**src/rtl/debouncer.sv**
```systemverilog
// Push-button debouncer: synchronises the raw button into clk and moves result
// to the new level only after it has held for STABLE_CYCLES consecutive cycles.
module debouncer #(
  parameter int SYNC_STAGES   = 2,
  parameter int STABLE_CYCLES = 4,
  parameter int CNT_W         = $clog2(STABLE_CYCLES) + 1
) (
  input  logic clk,
  input  logic reset,
  input  logic button,
  output logic result
);

  localparam logic [CNT_W-1:0] CNT_LAST = CNT_W'(STABLE_CYCLES - 1);

  logic [SYNC_STAGES-1:0] r_sync;
  logic [CNT_W-1:0]       r_cnt;
  logic                   r_result;
  logic                   w_s;

  assign w_s    = r_sync[SYNC_STAGES-1];
  assign result = r_result;

  always_ff @(posedge clk or negedge reset) begin
    if (!reset) begin
      r_sync <= '0;
    end else begin
      r_sync <= {r_sync[SYNC_STAGES-2:0], button};
    end
  end

  // Any cycle where s agrees with result restarts the count, so only an
  // unbroken run of STABLE_CYCLES disagreeing samples can flip the output.
  always_ff @(posedge clk or negedge reset) begin
    if (!reset) begin
      r_cnt    <= '0;
      r_result <= 1'b0;
    end else if (w_s == r_result) begin
      r_cnt <= '0;
    end else if (r_cnt == CNT_LAST) begin
      r_cnt    <= '0;
      r_result <= w_s;
    end else begin
      r_cnt <= r_cnt + 1'b1;
    end
  end

endmodule

```
**config.mk**
```make
export PLATFORM = sky130hd
export DESIGN_NAME = debouncer
export DESIGN_NICKNAME = d
export VERILOG_FILES = /design/src/rtl/debouncer.sv
export SDC_FILE = /design/constraint.sdc
export NUM_CORES = 1
export LEC_CHECK = 0
export CAP_MARGIN = 0
export CELL_PAD_IN_SITES_DETAIL_PLACEMENT = 2
export CELL_PAD_IN_SITES_GLOBAL_PLACEMENT = 2
export CORE_AREA = 2 2 39 41
export DETAILED_ROUTE_END_ITERATION = 16
export DIE_AREA = 0 0 41 43
export PLACE_DENSITY = 0.51
export SYNTH_ARGS = -nofsm -noshare
export SYNTH_HDL_FRONTEND = slang
export SYNTH_SLANG_ARGS = --single-unit
```
**constraint.sdc**
```tcl
create_clock -name clk -period 1.2 [get_ports clk]
set_input_delay 0.12 -clock clk [delete_from_list [all_inputs] [get_ports clk]]
set_output_delay 0.12 -clock clk [all_outputs]
set_load 0.03 [all_outputs]
```
**Yosys cells after proc, flatten, opt, wreduce, memory -nomap -nowiden**

Index checks and enable logic that the tools add are counted.

- Flip-flop bits (word level): 6
- Bits of input ports: 3
- Logic and storage cells: 10

- Add/sub/neg operators: 1
- Multiplexer cells: 2
- Bitwise operators: 1
- Equal/unequal tests: 2
- Reduce and logical (&&, ||, !) cells: 1

Operators by type and width:

| cell | number |
|---|---|
| $mux W3 | 2 |
| $add A3 B1 Y3 const B | 1 |
| $eq A3 B2 Y1 const B | 1 |
| $reduce_and A2 Y1 | 1 |
| $eq A1 B1 Y1 | 1 |
| $not A1 Y1 | 1 |

**Logic depth before layout (Yosys ltp)**

- Depth after elaboration: 3
- Gate-level depth with buffers: 3

**Worst setup path after synthesis**

No wires, ideal clock.

- Kind: reg2reg
- From: register r_cnt[0]
- To: register r_result, in the netlist result
- Slack: 81 ps
- Required time: 1075 ps
- Stages on the path, launching flop included: 4
- Clock period less this slack: 1119 ps
- Arrival: 993 ps
- Cells stage by stage: dfrtp_1 > ha_1 > nor2b_4 > mux2_4

- Cells in the longest elaborated chain, start to end: 2

Ends and longest elaborated chain:

| element | RTL line | RTL |
|---|---|---|
| from (decl) | 17 | `logic [CNT_W-1:0] r_cnt;` |
| from (signal assigned) | 44 | `r_cnt <= r_cnt + 1'b1;` |
| $eq A3 B2 Y1 | 40 | `end else if (r_cnt == CNT_LAST) begin` |
| $reduce_and A2 Y1 (no source line) | -- |  |
| to (signal assigned) | 42 | `r_result <= w_s;` |
| to (decl) | 18 | `logic r_result;` |

No other way between the ends.
A chain may end at the register's enable or synchronous reset.

**Final worst setup path**

Same ends and word-level chain as after synthesis.

==> results.yml <==
global_routing:
  grt_pass1_wl_um: 627
  grt_max_degree: 7
  grt_usage_pct: 6.079
  overflow: 0
  antenna_found_initial: 0
  grt_pass1_vias: 145
final_layout:
  utilization_pct: 22.97
  diodes: 0
  register_area_sq_um: 150.1
  n_fill_cell: 149
  final_layout_size_suffix_gt1_share_pct: 47.62
  multiInputGateArea_sq_um: 81.33
  syn_to_final_growth_pct: 38.80
  stdcell_count: 37
  num-nets-final: 27
route:
  firstDrtPassIters: 2
  routed_wl_um: 355
  wl_per_cell_um: 9.595
  wl_met3_um: 8
  top_layer_used: "met3"
  wl_met2_um: 170
  met1Wirelength_um: 176
  drcViolationCount: 0
  vias_per_cell: 3.378
  ant_nets: 0
  vias: 125
  first_iter_violations: 1
die:
  die_y_um: 43
  fp.dieW_um: 41
  initial_core_util_pct: 16.55
  core_sq_um: 1384
  dieArea_sq_um: 1763
  rows: 14
  boundaryPins: 4
worst_setup_path:
  end_kind: "register"
  worst-path-buf-inv: 0
  cp_max_fo: 2
  path_class: "register to register"
  worst_setup_path_start_kind: "register"
  cp.required_ns: 1.32
  cp_slowest_cell: "dfrtp_1"
  slowest_delay_ns: 0.34
  critPathTopFamily: "flip-flops"
  path_cells: "ha_2 > nor2b_4 > mux2_4"
  arrival_ns: 1.25
power:
  p_total_uw: 713.0
  peakVddDrop_v: 0.0004878
  p_leak_nw: 0.1406
  powerDensity_nw_per_um2: 2244
synth:
  syn_inst: 13
  synthTopCellsByArea: "dfrtp_1, mux2_4, nor2b_4"
  synth_mux_area_share_pct: 6.557
  synth_area_sq_um: 229.0
  syn_nets: 17
  yosys.area_share.simple_pct: 18.58
  synth_xor_area_share_pct: 3.825
  ys_seq_area_share_pct: 65.57
  yosys_warnings: 0
  avgSynthCellArea_sq_um: 17.61
  netlist.area_leader.share_pct: 65.57
  synth_top_family_by_area: "simple AND/OR/NAND/NOR gates"
  yosys.area_share.adder_pct: 5.464
  ys_ff_latch: 6
  synth_top_cell_by_area: "dfrtp_1"
  synth_compound_area_share_pct: 0
  synth_cell_type_count: 8
sta:
  slew_headroom_pct: 73.55
  fmax_mhz: 888.5
  fin_crit_sh_pct: 93.79
  hold_viol_final: 0
  setup_violations: 0
  min_period_ns: 1.126
  rsz0062_at_grt: "false"
  finClkSkew_ns: 0.0001725
  worst_pin_slew_ns: 0.3939
  slew_viol_final: 0
  fin_tns_setup_ns: 0
min_path:
  hold_path.class: "input port to async pin"
clock_tree:
  numClockSinks: 6
  cts_tree: "done"
  holdBufCountCts: 0
  cts.reportedPaths.clkPinSlew_ns: 0.04
  htreeDepth: 1
  clk-insertion-delay-late_ns: 0.24
  root_buffer: "clkbuf_4"
  cts_buffers: 3
  clockBufferDepth: 2
run_status:
  run_status: "completed"
placement:
  portBuffers: 3
  routabilityCongestion: 0.5923
  hpwl_um: 269.2
  dp.cells: 33
job:
  drv_cap: 0
-- synth_stat cells --
library cell / number
dfrtp_1: 6
ha_1: 1
mux2_4: 1
nor2b_1: 1
nor2b_4: 1
nor3_2: 1
nor3b_2: 1
xnor2_1: 1
-- per-layer routing --
layer,global-route usage [%],vias to the layer above
met5,0,-
li1,-,61
met3,1.571,0
met4,10.00,0
met1,7.947,62
met2,5.625,2
-- through the flow --
step           cell area (sq um)  hold WS, ns  setup slack (ns)
5_1_grt                    317.8       0.1383         0.0008319
4_1_cts                    307.8       0.1189           0.02359
3_5_place_dp               286.5       0.3524           0.03531
2_1_floorplan              229.0      -0.1756           0.08146
3_3_place_gp               286.5       0.3390           0.05555
6_report                   317.8       0.1186           0.07449
-- layout make-up --
type / count / share of cell area, %
multi-input cells: 7 / 25.59
flip-flops and latches: 6 / 47.24
well taps: 16 / 6.299
repair buffers: 5 / 13.78
clock buffers: 3 / 7.087
-- worst paths after layout --
| kind | from | end | slack, ns | cells past startpoint |
|---|---|---|---|---|
| hold reg to reg | r_sync[0] | r_sync[1] | 0.36 | 0 |
| hold / removal | reset | result | 0.12 | 1 |
| setup / recovery | r_cnt[0] | result | 0.07 | 3 |
| setup reg to reg | r_cnt[0] | result | 0.07 | 3 |
| max in group asynchronous | reset | r_cnt[2] | 0.87 | 1 |
| min in group clk | button | r_sync[0] | 0.32 | 1 |
-- timing repair --
action / in CTS / in global routing
gates resized for setup: 1 / 1
pin swaps: 0 / 0
setup endpoints to repair: 1 / 1
setup buffers: 0 / 1
-- cells in the final DEF (no fill, tap or decap) --
cell             n
clkbuf_4         3
xnor2_1          1
nor2b_1          1
mux2_4           1
nor3_2           1
dfrtp_1          6
ha_2             1
dlygate4sd2_1    1
buf_4            2
nor3b_2          1
nor2b_4          1
clkdlybuf4s50_1  2
-- kinds of logic (layout without fill, tap and decap cells) --
logic type	count (synthesis)	count (layout)
DFF	6	6
and+or+nand+nor	4	4
adders and majority gates	1	1
xor gates and xnor gates	1	1
muxes	1	1
buffers and inverters	0	8
-- flip-flops by register name, summed over array words and instances (netlist names) --
| register | count |
|---|---|
| r_cnt | 3 |
| r_sync | 2 |
| result | 1 |
-- report_power, final --
part	switching [mW]	leakage, nW	total, mW	internal, mW
Sequential	0.0220	0.0750	0.273	0.251
Combinational	0.120	0.0518	0.260	0.140
Clock	0.0668	0.0138	0.180	0.113
Total	0.209	0.141	0.713	0.504
(Power assumes the default switching activity.)
